File: src/rtl/shank_fpmult_seq.sv
// Sequential IEEE-style floating-point multiplier behind a small word-addressed register slot.
// Define FPMULT_ROUND_EN for round-to-nearest-even; otherwise the product is truncated.
module shank_fpmult_seq #(
  parameter int EXP_W      = 8,
  parameter int FRAC_W     = 23,
  parameter int RADIX_BITS = 1
) (
  input  logic        clk,
  input  logic        reset,
  input  logic        cs,
  input  logic        read,
  input  logic        write,
  input  logic [4:0]  addr,
  input  logic [31:0] wr_data,
  output logic [31:0] rd_data
);

  localparam int W        = EXP_W + FRAC_W + 1;
  localparam int M        = FRAC_W + 1;
  localparam int P        = 2 * M;
  localparam int EW2      = EXP_W + 2;
  localparam int MULT_CYC = (M + RADIX_BITS - 1) / RADIX_BITS;
  localparam int CNT_W    = $clog2(MULT_CYC + 1);
  localparam logic signed [EW2-1:0] BIAS     = EW2'((1 << (EXP_W - 1)) - 1);
  localparam logic signed [EW2-1:0] EXP_ONES = EW2'((1 << EXP_W) - 1);

  typedef enum logic [2:0] {S_IDLE, S_UNPACK, S_MULT, S_NORM, S_PACK} state_e;
  typedef enum logic [1:0] {SP_NONE, SP_NAN, SP_INF, SP_ZERO} special_e;

  state_e                  state_q, state_d;
  special_e                sp_q, sp_d;
  logic [W-1:0]            opa_q, opa_d, opb_q, opb_d, res_q, res_d;
  logic [P-1:0]            acc_q, acc_d, mcand_q, mcand_d;
  logic [M-1:0]            mplier_q, mplier_d;
  logic [CNT_W-1:0]        cnt_q, cnt_d;
  logic signed [EW2-1:0]   exp_q, exp_d;
  logic                    sign_q, sign_d;
  logic                    done_q, done_d, ovf_q, ovf_d, unf_q, unf_d;
  logic                    inv_q, inv_d, zero_q, zero_d;

  logic                    busy, wr_en;
  logic                    a_sign, b_sign;
  logic [EXP_W-1:0]        a_exp, b_exp;
  logic [FRAC_W-1:0]       a_frac, b_frac;
  logic                    a_zero, b_zero, a_inf, b_inf, a_nan, b_nan;
  logic signed [EW2-1:0]   exp_sum, exp_fin;
  logic [P-1:0]            addend;
  logic [FRAC_W-1:0]       frac_t, frac_fin;
  logic                    unused_in;

  assign unused_in = ^{read, wr_data};
  assign busy      = (state_q != S_IDLE);
  assign wr_en     = cs & write;

  assign a_sign = opa_q[W-1];
  assign b_sign = opb_q[W-1];
  assign a_exp  = opa_q[W-2:FRAC_W];
  assign b_exp  = opb_q[W-2:FRAC_W];
  assign a_frac = opa_q[FRAC_W-1:0];
  assign b_frac = opb_q[FRAC_W-1:0];

  // Exponent field of zero covers denormals too: both are treated as signed zero.
  assign a_zero = (a_exp == '0);
  assign b_zero = (b_exp == '0);
  assign a_inf  = (a_exp == '1) && (a_frac == '0);
  assign b_inf  = (b_exp == '1) && (b_frac == '0);
  assign a_nan  = (a_exp == '1) && (a_frac != '0);
  assign b_nan  = (b_exp == '1) && (b_frac != '0);

  assign exp_sum = EW2'(a_exp) + EW2'(b_exp) - BIAS;

  always_comb begin
    addend = '0;
    for (int unsigned i = 0; i < RADIX_BITS; i++) begin
      if (mplier_q[i]) addend = addend + (mcand_q << i);
    end
  end

  // After NORM the hidden bit sits at P-2; the stored fraction follows it.
  assign frac_t = acc_q[P-3 -: FRAC_W];

`ifdef FPMULT_ROUND_EN
  logic              guard_b, round_b, sticky_b, rnd_inc;
  logic [FRAC_W:0]   frac_inc;

  assign guard_b  = acc_q[M-2];
  assign round_b  = acc_q[M-3];
  assign sticky_b = |acc_q[M-4:0];
  assign rnd_inc  = guard_b & (round_b | sticky_b | frac_t[0]);
  assign frac_inc = {1'b0, frac_t} + {{FRAC_W{1'b0}}, rnd_inc};
  assign frac_fin = frac_inc[FRAC_W-1:0];
  assign exp_fin  = exp_q + {{(EW2-1){1'b0}}, frac_inc[FRAC_W]};
`else
  assign frac_fin = frac_t;
  assign exp_fin  = exp_q;
`endif

  always_comb begin
    state_d  = state_q;
    sp_d     = sp_q;
    opa_d    = opa_q;
    opb_d    = opb_q;
    res_d    = res_q;
    acc_d    = acc_q;
    mcand_d  = mcand_q;
    mplier_d = mplier_q;
    cnt_d    = cnt_q;
    exp_d    = exp_q;
    sign_d   = sign_q;
    done_d   = done_q;
    ovf_d    = ovf_q;
    unf_d    = unf_q;
    inv_d    = inv_q;
    zero_d   = zero_q;

    if (wr_en && !busy) begin
      case (addr)
        5'd0: opa_d = wr_data[W-1:0];
        5'd1: opb_d = wr_data[W-1:0];
        5'd2: begin
          if (wr_data[0] || wr_data[1]) begin
            done_d = 1'b0;
            ovf_d  = 1'b0;
            unf_d  = 1'b0;
            inv_d  = 1'b0;
            zero_d = 1'b0;
          end
          if (wr_data[0]) state_d = S_UNPACK;
        end
        default: ;
      endcase
    end

    case (state_q)
      S_IDLE: ;
      S_UNPACK: begin
        sign_d   = a_sign ^ b_sign;
        exp_d    = exp_sum;
        mcand_d  = P'({1'b1, a_frac});
        mplier_d = {1'b1, b_frac};
        acc_d    = '0;
        cnt_d    = '0;
        if (a_nan || b_nan || (a_inf && b_zero) || (a_zero && b_inf)) sp_d = SP_NAN;
        else if (a_inf || b_inf)                                      sp_d = SP_INF;
        else if (a_zero || b_zero)                                    sp_d = SP_ZERO;
        else                                                          sp_d = SP_NONE;
        state_d = (sp_d == SP_NONE) ? S_MULT : S_PACK;
      end
      S_MULT: begin
        acc_d    = acc_q + addend;
        mcand_d  = mcand_q << RADIX_BITS;
        mplier_d = mplier_q >> RADIX_BITS;
        cnt_d    = cnt_q + CNT_W'(1);
        if (cnt_q == CNT_W'(MULT_CYC - 1)) state_d = S_NORM;
      end
      S_NORM: begin
        // The bit shifted out is folded into bit 0 so it still counts as sticky.
        if (acc_q[P-1]) begin
          acc_d = {1'b0, acc_q[P-1:2], acc_q[1] | acc_q[0]};
          exp_d = exp_q + EW2'(1);
        end
        state_d = S_PACK;
      end
      S_PACK: begin
        done_d  = 1'b1;
        state_d = S_IDLE;
        case (sp_q)
          SP_NAN: begin
            res_d = {1'b0, {EXP_W{1'b1}}, 1'b1, {(FRAC_W-1){1'b0}}};
            inv_d = 1'b1;
          end
          SP_INF:  res_d = {sign_q, {EXP_W{1'b1}}, {FRAC_W{1'b0}}};
          SP_ZERO: begin
            res_d  = {sign_q, {(W-1){1'b0}}};
            zero_d = 1'b1;
          end
          default: begin
            if (exp_fin >= EXP_ONES) begin
              res_d = {sign_q, {EXP_W{1'b1}}, {FRAC_W{1'b0}}};
              ovf_d = 1'b1;
            end else if (exp_fin[EW2-1] || (exp_fin == '0)) begin
              res_d  = {sign_q, {(W-1){1'b0}}};
              unf_d  = 1'b1;
              zero_d = 1'b1;
            end else begin
              res_d = {sign_q, exp_fin[EXP_W-1:0], frac_fin};
            end
          end
        endcase
      end
      default: state_d = S_IDLE;
    endcase
  end

  always_ff @(posedge clk) begin
    if (reset) begin
      state_q  <= S_IDLE;
      sp_q     <= SP_NONE;
      opa_q    <= '0;
      opb_q    <= '0;
      res_q    <= '0;
      acc_q    <= '0;
      mcand_q  <= '0;
      mplier_q <= '0;
      cnt_q    <= '0;
      exp_q    <= '0;
      sign_q   <= 1'b0;
      done_q   <= 1'b0;
      ovf_q    <= 1'b0;
      unf_q    <= 1'b0;
      inv_q    <= 1'b0;
      zero_q   <= 1'b0;
    end else begin
      state_q  <= state_d;
      sp_q     <= sp_d;
      opa_q    <= opa_d;
      opb_q    <= opb_d;
      res_q    <= res_d;
      acc_q    <= acc_d;
      mcand_q  <= mcand_d;
      mplier_q <= mplier_d;
      cnt_q    <= cnt_d;
      exp_q    <= exp_d;
      sign_q   <= sign_d;
      done_q   <= done_d;
      ovf_q    <= ovf_d;
      unf_q    <= unf_d;
      inv_q    <= inv_d;
      zero_q   <= zero_d;
    end
  end

  always_comb begin
    rd_data = '0;
    case (addr)
      5'd0: rd_data = 32'(opa_q);
      5'd1: rd_data = 32'(opb_q);
      5'd3: rd_data = {26'd0, zero_q, inv_q, unf_q, ovf_q, done_q, busy};
      5'd4: rd_data = 32'(res_q);
      default: ;
    endcase
  end

endmodule

File: config.mk
export PLATFORM = sky130hd
export DESIGN_NAME = shank_fpmult_seq
export DESIGN_NICKNAME = d
export VERILOG_FILES = /design/src/rtl/shank_fpmult_seq.sv
export SDC_FILE = /design/constraint.sdc
export NUM_CORES = 1
export LEC_CHECK = 0
export ABC_AREA = 0
export CELL_PAD_IN_SITES_DETAIL_PLACEMENT = 1
export CELL_PAD_IN_SITES_GLOBAL_PLACEMENT = 2
export CORE_AREA = 2 2 190 192
export CTS_BUF_LIST = sky130_fd_sc_hd__clkbuf_16
export CTS_CLUSTER_DIAMETER = 150
export CTS_CLUSTER_SIZE = 14
export DETAILED_ROUTE_END_ITERATION = 7
export DIE_AREA = 0 0 192 194
export GPL_TIMING_DRIVEN = 0
export PLACE_DENSITY_LB_ADDON = 0.1
export SLEW_MARGIN = 25
export SYNTH_ARGS = -nofsm -noshare
export SYNTH_HDL_FRONTEND = slang
export SYNTH_SLANG_ARGS = --single-unit
export TNS_END_PERCENT = 5
File: constraint.sdc
create_clock -name clk -period 10.1 [get_ports clk]
set_input_delay 2.02 -clock clk [delete_from_list [all_inputs] [get_ports clk]]
set_output_delay 2.02 -clock clk [all_outputs]
set_load 0.01 [all_outputs]
==> results.yml, run 1 <==
cells_and_area:
  fin_nets: 1987
  drive_above_1_share_pct: 2.615
  fillers: 4394
  layout_common_cells: "300 x nand2_1, 242 x dfxtp_1, 212 x nor2_1"
  fin_area_um2: 15430
  area_growth_pct: 13.57
  n_antenna_cell: 0
  final_cells: 2335
  fin_util_pct: 43.80
  layout_commonest_cell: "nand2_1"
placement:
  dp_hpwl_um: 40350
  place_ws_ns: 3.270
  gp_congestion: 0.8801
  place_inst: 2312
  dpl_cell_area_um2: 14880
  port_buffers: 72
worst_setup_path:
  rr_worst_depth: 16
  rr_endpoint: "acc_q[46]"
  critical-path-max-stage-delay_ns: 0.56
  critPathKind: "in -> out"
  critPathLaunch: "addr[3]"
  worstPathArrival_ns: 4.89
  path_cells: "clkdlybuf4s50_1 -> or3_1 -> nor3_1 -> clkbuf_1 -> a222oi_1 -> inv_1 -> clkdlybuf4s50_1"
  r2r_start: "mplier_q[0]"
  crit_path_max_fanout: 10
  crit_top_cell: "clkdlybuf4s50_1"
  required_ns: 8.08
  cp_slowest_cell: "nor3_1"
  start_kind: "primary input"
  regToRegSetupSlack_ns: 5.19
  crit_path_end_kind: "output port"
die:
  core_um2: 35220
  io_pins: 74
  initial_utilization_pct: 38.57
  row_count: 69
  die_area_um2: 37250
  die_w_um: 192
  die_y_um: 194
power:
  p_sw_mw: 0.4213
  finalPower_mw: 1.769
  vdd_drop_max_mv: 0.1081
  p_int_mw: 1.348
  p_comb_share_pct: 3.4
  power_switching_share_pct: 23.81
  power_leakage_nw: 5.962
  power_density_nw_per_um2: 114.7
  seq_power_share_pct: 54.1
  clock_power_share_pct: 42.5
routing:
  first_pass_iters: 6
  detail_route.vias_per_cell: 5.832
  drtIter0Drc: 997
  post-route-drc-count: 0
  wl_per_cell_um: 22.10
  drtAntennaViolNets: 0
  vias: 13618
  wl_um: 51610
logic_synthesis:
  syn_area_per_cell_um2: 7.636
  yosysSeqAreaShare_pct: 35.66
  yosysWarnings: 0
  yosysUniqueCellTypes: 68
  syn-cell-area_um2: 13580
  syn-instance-count: 1779
  synth_largest_area_cell: "dfxtp_1"
  synth_area_leaders: "dfxtp_1 36%, nand2_1 8.3%, ha_1 6.4%, nor2_1 5.9%, a21oi_1 5.5%"
  syn_nets: 1892
  synth_edf_count: 0
  synth_top_area_share_pct: 35.66
  ys_ff_latch: 242
  dominantRegCellSynth: "dfxtp_1"
  ys_async_sr_fraction_pct: 0
run:
  cap_violations: 0
sta:
  finalSetupViolations: 0
  hold_ws_ns: 0.4683
  setup_tns_ns: 0
  finalCritPeriodShare_pct: 68.46
  tightest_slew_ns: 0.9932
  fmaxAchievable_mhz: 144.6
  min_period_ns: 6.915
  finalHoldViolCount: 0
  fin_skew_ns: 0.01905
  layout_setup_ws_ns: 3.185
  relSlewSlack_pct: 33.54
  rsz0062_at_grt: "false"
  slew_violations: 0
clock_tree:
  numCtsBuffers: 21
  clock_latency_ns: 0.53
  cts_resized: 0
  cts_max_path_buffers: 3
  cts_hold_buffers: 0
  cts_root_buffer: "clkbuf_16"
  cts_tree: "yes"
  cts_setup_buffers: 0
  clock_sinks: 242
  htree_levels: 1
  path_clk_slew_ns: 0.07
grt:
  antenna_found_initial: 0
  grt_usage_pct: 27.44
  grt_pass1_vias: 13634
  grt_start_max_net_pins: 15
  grt_pass1_wl_um: 79700
  grt.overflow.total: 0
min_path:
  hold_depth: 2
  min_from: "mplier_q[23]"
  hold_class: "reg -> reg"
  hold_path_end: "mplier_q[23]"
outcome:
  status: "completed"
[worst max-delay path by stage]
stage,to,cells past startpoint
final,rd_data[11],7
after global routing,rd_data[13],7
after CTS,rd_data[13],7
after detailed placement,rd_data[13],7
after global placement,rd_data[13],7
after floorplan,rd_data[2],5
[kinds of logic (layout without fill, tap and decap cells)]
| kind of cell | count (synthesis) | in the layout | synth area share, % |
|---|---|---|---|
| compound gates | 490 | 490 | 24.98 |
| xor+xnor | 44 | 44 | 2.837 |
| fa+ha+maj | 71 | 71 | 6.650 |
| buf+inv | 184 | 279 | 5.112 |
| flops | 242 | 242 | 35.66 |
| mux | 9 | 9 | 0.6632 |
| simple gates | 739 | 739 | 24.10 |
[synth_stat cells (6+ instances only)]
cell type  instances
nor3_1            64
a221oi_1           6
a21oi_1          148
and2_1            48
nand2b_1           9
xor2_1            10
a22oi_1           62
nand4_1           20
nor4_1            13
nand3_1           17
inv_1             55
and3_1            14
a222oi_1          32
a21o_1            33
nand2_1          300
dfxtp_1          242
a311oi_1          48
nor2b_1           14
a211oi_1          14
or3_1              6
xnor2_1           34
nor2_1           212
buf_1              7
clkbuf_1         119
mux2i_1            9
o21bai_1           9
o211ai_1           9
o21a_1            10
o21ai_0           51
o22ai_1           13
ha_1              69
a31oi_1           12
[flip-flops by register name, indices dropped and copies added, names as in the netlist]
| register | flops |
|---|---|
| acc_q | 48 |
| cnt_q | 5 |
| done_q | 1 |
| exp_fin | 10 |
| inv_q | 1 |
| mcand_q | 48 |
| mplier_q | 24 |
| opa_q | 32 |
| opb_q | 32 |
| ovf_q | 1 |
| res_q | 32 |
| sign_q | 1 |
| sp_q | 2 |
| state_q | 3 |
| unf_q | 1 |
| zero_q | 1 |
[area by class of cell]
| cell class | instances | area, um^2 | area share, % |
|---|---|---|---|
| Sequential cell | 242 | 4845 | 31.40 |
| Clock buffer | 21 | 525.5 | 3.406 |
| Clock inverter | 2 | 20.02 | 0.1298 |
| Tap cell | 461 | 576.8 | 3.739 |
| Timing Repair Buffer | 72 | 720.7 | 4.672 |
| Multi-Input combinational cell | 1353 | 8045 | 52.15 |
| Inverter | 55 | 206.4 | 1.338 |
| Buffer | 129 | 488.0 | 3.163 |
[power by group through the flow]
stage                     registers, mW  logic [mW]  clock network (mW)
after floorplan                   0.978      0.0238                   0
after global placement            0.979      0.0594                   0
after detailed placement          0.979      0.0597                   0
after CTS                         0.957      0.0602               0.769
after global routing              0.957      0.0646               0.800
final                             0.957      0.0603               0.752
[layer usage]
layer	up-vias	GRT usage, %	wire length (um)
li1	6528	-	-
met1	6661	37.68	24000
met2	343	44.35	23170
met3	86	4.380	2935
met4	0	7.718	1508
met5	-	0	0
[critical path: cells and delay by family]
kind | cells | cell delay, ns
buffers and inverters | 4 | 1.66
AND/OR/NAND/NOR | 2 | 0.99
AO/OA/AOI/OAI | 1 | 0.22
No activity file was read; power rests on OpenSTA's default activity.
==> inputs of run 2 (changes only) <==
--- a/config.mk
+++ b/config.mk
@@ -8,12 +8,12 @@
 export ABC_AREA = 0
 export CELL_PAD_IN_SITES_DETAIL_PLACEMENT = 1
 export CELL_PAD_IN_SITES_GLOBAL_PLACEMENT = 2
-export CORE_AREA = 2 2 190 192
+export CORE_AREA = 2 2 210 212
 export CTS_BUF_LIST = sky130_fd_sc_hd__clkbuf_16
 export CTS_CLUSTER_DIAMETER = 150
 export CTS_CLUSTER_SIZE = 14
 export DETAILED_ROUTE_END_ITERATION = 7
-export DIE_AREA = 0 0 192 194
+export DIE_AREA = 0 0 212 214
 export GPL_TIMING_DRIVEN = 0
 export PLACE_DENSITY_LB_ADDON = 0.1
 export SLEW_MARGIN = 25
==> constraint.sdc (replaced) <==
create_clock -name clk -period 5.8 [get_ports clk]
set_input_delay 1.16 -clock clk [delete_from_list [all_inputs] [get_ports clk]]
set_output_delay 1.16 -clock clk [all_outputs]
set_load 0.01 [all_outputs]
==> run 2 against run 1 <==
Against the previous run:
- non-clock buffer count unchanged
- final area increased by 1.0%
- combinational power increased by 76%
- routed wire length increased by 5.7%
- via count decreased by 1.1%
- total power increased by 76%
- global-route usage decreased by 3.7 points
- clock-buffer cell count unchanged
- worst hold slack got worse by 0.0079 ns
- critical path type unchanged
==> results.yml, run 2 (same netlist as run 1, synthesis figures left out) <==
clock_tree:
  path_clk_slew_ns: 0.07
  cts_max_path_buffers: 3
  cts_root_buffer: "clkbuf_16"
  cts_tree: "yes"
  cts_setup_buffers: 0
  htree_levels: 1
  cts_resized: 0
  clock_latency_ns: 0.55
  numCtsBuffers: 21
  clock_sinks: 242
  cts_hold_buffers: 0
sta:
  rsz0062_at_grt: "false"
  finalSetupViolations: 0
  slew_violations: 0
  hold_ws_ns: 0.4604
  min_period_ns: 5.362
  relSlewSlack_pct: 30.00
  finalCritPeriodShare_pct: 92.44
  tightest_slew_ns: 1.048
  finalHoldViolCount: 0
  fin_skew_ns: 0.03112
  setup_tns_ns: 0
  fmaxAchievable_mhz: 186.5
  layout_setup_ws_ns: 0.4382
routing:
  wl_per_cell_um: 22.18
  vias: 13470
  detail_route.vias_per_cell: 5.478
  first_pass_iters: 5
  drtIter0Drc: 798
  wl_um: 54530
  post-route-drc-count: 0
  drtAntennaViolNets: 0
die:
  core_um2: 42890
  io_pins: 74
  die_area_um2: 45370
  initial_utilization_pct: 31.68
  die_w_um: 212
  die_y_um: 214
  row_count: 76
worst_setup_path:
  start_kind: "primary input"
  critPathKind: "in -> out"
  worstPathArrival_ns: 4.20
  crit_path_end_kind: "output port"
  crit_path_max_fanout: 10
  required_ns: 4.64
cells_and_area:
  drive_above_1_share_pct: 2.668
  fin_util_pct: 36.34
  n_antenna_cell: 0
  fillers: 5252
  area_growth_pct: 14.73
  fin_area_um2: 15580
  layout_common_cells: "300 x nand2_1, 242 x dfxtp_1, 211 x nor2_1"
  layout_commonest_cell: "nand2_1"
  reg_top3: "acc_q: 48 flops, mcand_q: 48 flops"
  seq_area_um2: 4845
  multi_input_comb_area_um2: 8048
  final_cells: 2459
  fin_nets: 1987
placement:
  port_buffers: 72
  dp_hpwl_um: 42810
  place_ws_ns: 0.4804
  dpl_cell_area_um2: 15040
  gp_congestion: 0.8940
  place_inst: 2436
grt:
  grt.overflow.total: 0
  grt_pass1_vias: 13620
  grt_start_max_net_pins: 15
  grt_usage_pct: 23.76
  grt_pass1_wl_um: 83280
  antenna_found_initial: 1
power:
  power_density_nw_per_um2: 199.3
  power_leakage_nw: 5.961
  finalPower_mw: 3.107
  vdd_drop_max_mv: 0.2066
min_path:
  hold_class: "reg -> reg"
run:
  cap_violations: 0
outcome:
  status: "completed"
-- run 2: changes by cell type in the layout (fill, tap and decap cells not counted) --
cell    previous run  this run
nor2_2             0         1
nor2_1           212       211
-- run 2: critical path, stage by stage --
cell,delay [ns]
clkdlybuf4s50_1,0.44
or3_1,0.42
nor3_1,0.70
clkbuf_1,0.58
a222oi_1,0.27
inv_1,0.10
clkdlybuf4s50_1,0.53
-- run 2: final timing paths --
| kind | depth (start not counted) | slack (ns) | from | end |
|---|---|---|---|---|
| worst max-delay path | 7 | 0.44 | addr[3] | rd_data[12] |
| worst min-delay path | 2 | 0.46 | res_q[31] | res_q[31] |
| worst max register to register | 16 | 0.76 | mplier_q[0] | acc_q[46] |
| worst min register to register | 2 | 0.46 | res_q[31] | res_q[31] |
-- run 2: per-layer routing --
layer | part of all wire, % | global-route usage (%) | up-vias
li1 | - | - | 6531
met1 | 47 | 32.76 | 6619
met2 | 46 | 38.78 | 265
met3 | 4.9 | 3.592 | 55
met4 | 2.4 | 5.704 | 0
met5 | 0 | 0 | -
-- run 2: area by class of cell --
class	instances	area share (%)
multi-input cells	1353	51.64
repair buffers	72	4.624
inverters	55	1.325
flip-flops and latches	242	31.09
well taps	585	4.697
clock buffers	21	3.372
clock inverters	2	0.1285
plain buffers	129	3.131
-- run 2: report_power, final --
group          internal [mW]  switching, mW
Combinational         0.0372         0.0692
Sequential              1.66        0.00385
Clock                  0.649          0.685
==> inputs of run 3 (changes only) <==
--- a/config.mk
+++ b/config.mk
@@ -8,12 +8,12 @@
 export ABC_AREA = 0
 export CELL_PAD_IN_SITES_DETAIL_PLACEMENT = 1
 export CELL_PAD_IN_SITES_GLOBAL_PLACEMENT = 2
-export CORE_AREA = 2 2 210 212
-export CTS_BUF_LIST = sky130_fd_sc_hd__clkbuf_16
+export CORE_AREA = 2 2 206 208
+export CTS_BUF_LIST = sky130_fd_sc_hd__clkbuf_8
 export CTS_CLUSTER_DIAMETER = 150
 export CTS_CLUSTER_SIZE = 14
 export DETAILED_ROUTE_END_ITERATION = 7
-export DIE_AREA = 0 0 212 214
+export DIE_AREA = 0 0 208 210
 export GPL_TIMING_DRIVEN = 0
 export PLACE_DENSITY_LB_ADDON = 0.1
 export SLEW_MARGIN = 25
==> constraint.sdc (replaced) <==
create_clock -name clk -period 4.48 [get_ports clk]
set_input_delay 0.896 -clock clk [delete_from_list [all_inputs] [get_ports clk]]
set_output_delay 0.896 -clock clk [all_outputs]
set_load 0.01 [all_outputs]
==> run 3 against run 2 <==
Against the previous run:
- final cell count shrank 1.7%
- routed wire length shrank 0.67%
- final area shrank 1.4%
- total power grew 14%
- via count is essentially flat
- non-clock buffer count grew 4
- clock-buffer cell count is the same
- setup slack lost 0.37 ns
- global-route usage grew 0.68 points
- sequential power grew 29%
- sequential share of layout area grew 0.46 points
==> results.yml, run 3 (same netlist as run 1, synthesis figures left out) <==
outcome:
  status: "completed"
grt:
  grt_pass1_wl_um: 83240
  grt_start_max_net_pins: 15
  antenna_found_initial: 0
  grt_pass1_vias: 13770
  grt.overflow.total: 0
  grt_usage_pct: 24.44
cells_and_area:
  seq_area_um2: 4848
  fin_util_pct: 37.06
  n_antenna_cell: 0
  layout_commonest_cell: "nand2_1"
  final_cells: 2417
  fillers: 5113
  area_growth_pct: 13.14
  drive_above_1_share_pct: 3.461
  multi_input_comb_area_um2: 8077
  reg_top3: "acc_q: 48 flops, mcand_q: 48 flops"
  fin_nets: 1991
  layout_common_cells: "299 x nand2_1, 241 x dfxtp_1, 212 x nor2_1"
sta:
  tightest_slew_ns: 1.020
  finalCritPeriodShare_pct: 98.37
  slew_violations: 0
  finalSetupViolations: 0
  relSlewSlack_pct: 31.88
  min_period_ns: 4.407
  rsz0062_at_grt: "true"
  fin_skew_ns: 0.04667
  fmaxAchievable_mhz: 226.9
  finalHoldViolCount: 0
worst_setup_path:
  crit_path_max_fanout: 10
  regToRegSetupSlack_ns: 0.15
  critPathKind: "in -> out"
  crit_top_cell: "clkdlybuf4s50_1"
  cp_slowest_cell: "clkdlybuf4s50_1"
  r2r_start: "mplier_q[0]"
  critical-path-max-stage-delay_ns: 0.54
  rr_worst_depth: 16
  crit_family: "buffers and inverters"
  crit_path_end_kind: "output port"
  path_cells: "clkdlybuf4s50_1 -> or3_1 -> nor3_2 -> clkbuf_1 -> a222oi_1 -> inv_1 -> clkdlybuf4s50_1"
  worstPathArrival_ns: 3.51
  required_ns: 3.58
  rr_endpoint: "acc_q[46]"
  path_buf_inv: 4
  critPathLaunch: "addr[3]"
  start_kind: "primary input"
routing:
  first_pass_iters: 6
  post-route-drc-count: 0
  detail_route.vias_per_cell: 5.575
  drtIter0Drc: 850
  wl_per_cell_um: 22.41
  wl_um: 54170
  vias: 13474
  drtAntennaViolNets: 0
clock_tree:
  cts_root_buffer: "clkbuf_8"
  clock_sinks: 242
  cts_max_path_buffers: 3
  htree_levels: 1
  numCtsBuffers: 21
  clock_latency_ns: 0.61
  path_clk_slew_ns: 0.11
  cts_tree: "yes"
power:
  power_switching_share_pct: 25.76
  p_int_mw: 2.631
  p_sw_mw: 0.9126
  power_density_nw_per_um2: 230.5
  seq_power_share_pct: 60.9
  vdd_drop_max_mv: 0.1979
  power_leakage_nw: 5.894
  p_comb_share_pct: 3.9
  clock_power_share_pct: 35.2
placement:
  dp_hpwl_um: 42570
  place_inst: 2390
  port_buffers: 72
  gp_congestion: 0.8353
min_path:
  min_from: "res_q[31]"
  hold_depth: 2
  hold_path_end: "res_q[31]"
  hold_class: "reg -> reg"
die:
  core_um2: 41480
  die_area_um2: 43680
  initial_utilization_pct: 32.75
  row_count: 75
  die_w_um: 208
  io_pins: 74
  die_y_um: 210
run:
  cap_violations: 0
==> run 3: cell types whose count changed in the layout (fill, tap and decap cells not counted), sizes merged <==
cell,before,now
clkinvlp,0,1
inv,57,56
buf,9,13
==> run 3: final cells by class <==
type / instances / share of cell area, %
timing repair buffer: 76 / 4.884
buffer: 129 / 3.289
multi-input combinational: 1353 / 52.55
inverter: 55 / 1.343
clock buffer: 21 / 1.880
sequential: 242 / 31.55
clock inverter: 2 / 0.1221
tap: 539 / 4.388
==> run 3: repair_timing <==
| action | in CTS | in global routing |
|---|---|---|
| gates resized for setup | 8 | 12 |
| setup endpoints to repair | 43 | 26 |
| pin swaps | 2 | 2 |
| hold buffers | 0 | 0 |
| setup buffers | 1 | 3 |
==> run 3: through the flow <==
| stage | cell area (um^2) | total power, mW | setup TNS [ns] | hold slack, ns | setup slack [ns] |
|---|---|---|---|---|---|
| after floorplan | 13580 | 2.259 | 0 | 0.4313 | 0.9919 |
| after global placement | 14980 | 2.344 | -4.853 | 0.4532 | -0.6228 |
| after detailed placement | 14980 | 2.345 | -5.836 | 0.4594 | -0.6322 |
| after CTS | 15320 | 3.589 | 0 | 0.4739 | 0.004560 |
| after global routing | 15370 | 3.667 | -0.09861 | 0.5063 | -0.03291 |
| final | 15370 | 3.543 | 0 | 0.4780 | 0.07315 |
==> run 3: power by group through the flow <==
| stage | registers [mW] | logic (mW) | clock network, mW |
|---|---|---|---|
| 2_1_floorplan | 2.21 | 0.0536 | 0 |
| 3_3_place_gp | 2.21 | 0.136 | 0 |
| 3_5_place_dp | 2.21 | 0.137 | 0 |
| 4_1_cts | 2.16 | 0.138 | 1.29 |
| 5_1_grt | 2.16 | 0.148 | 1.36 |
| 6_report | 2.16 | 0.137 | 1.25 |
==> run 3: worst reg2reg max path: cells and delay by family (launching register included) <==
family | cells | cell delay (ns)
buffers and inverters | 2 | 0.41
AOI/OAI and AO/OA | 9 | 2.23
DFF | 1 | 0.44
xor gates and xnor gates | 1 | 0.18
adders and majority gates | 1 | 0.33
and+or+nand+nor | 3 | 0.60
==> run 3: worst max-delay path by stage <==
| stage | depth (start not counted) | slack (ns) | end |
|---|---|---|---|
| global route | 7 | -0.03 | rd_data[17] |
| global placement | 16 | -0.62 | acc_q[46] |
| floorplan | 16 | 0.99 | acc_q[46] |
| detailed placement | 16 | -0.63 | acc_q[46] |
| finish | 7 | 0.07 | rd_data[18] |
| CTS | 16 | 0.005 | acc_q[46] |
==> run 3: metal layers <==
metal	vias to the layer above	track usage [%]	part of all wire, %
met3	69	2.980	3.9
met2	269	40.77	46
met5	-	0	0
li1	6528	-	-
met1	6608	33.30	48
met4	0	6.823	2.8
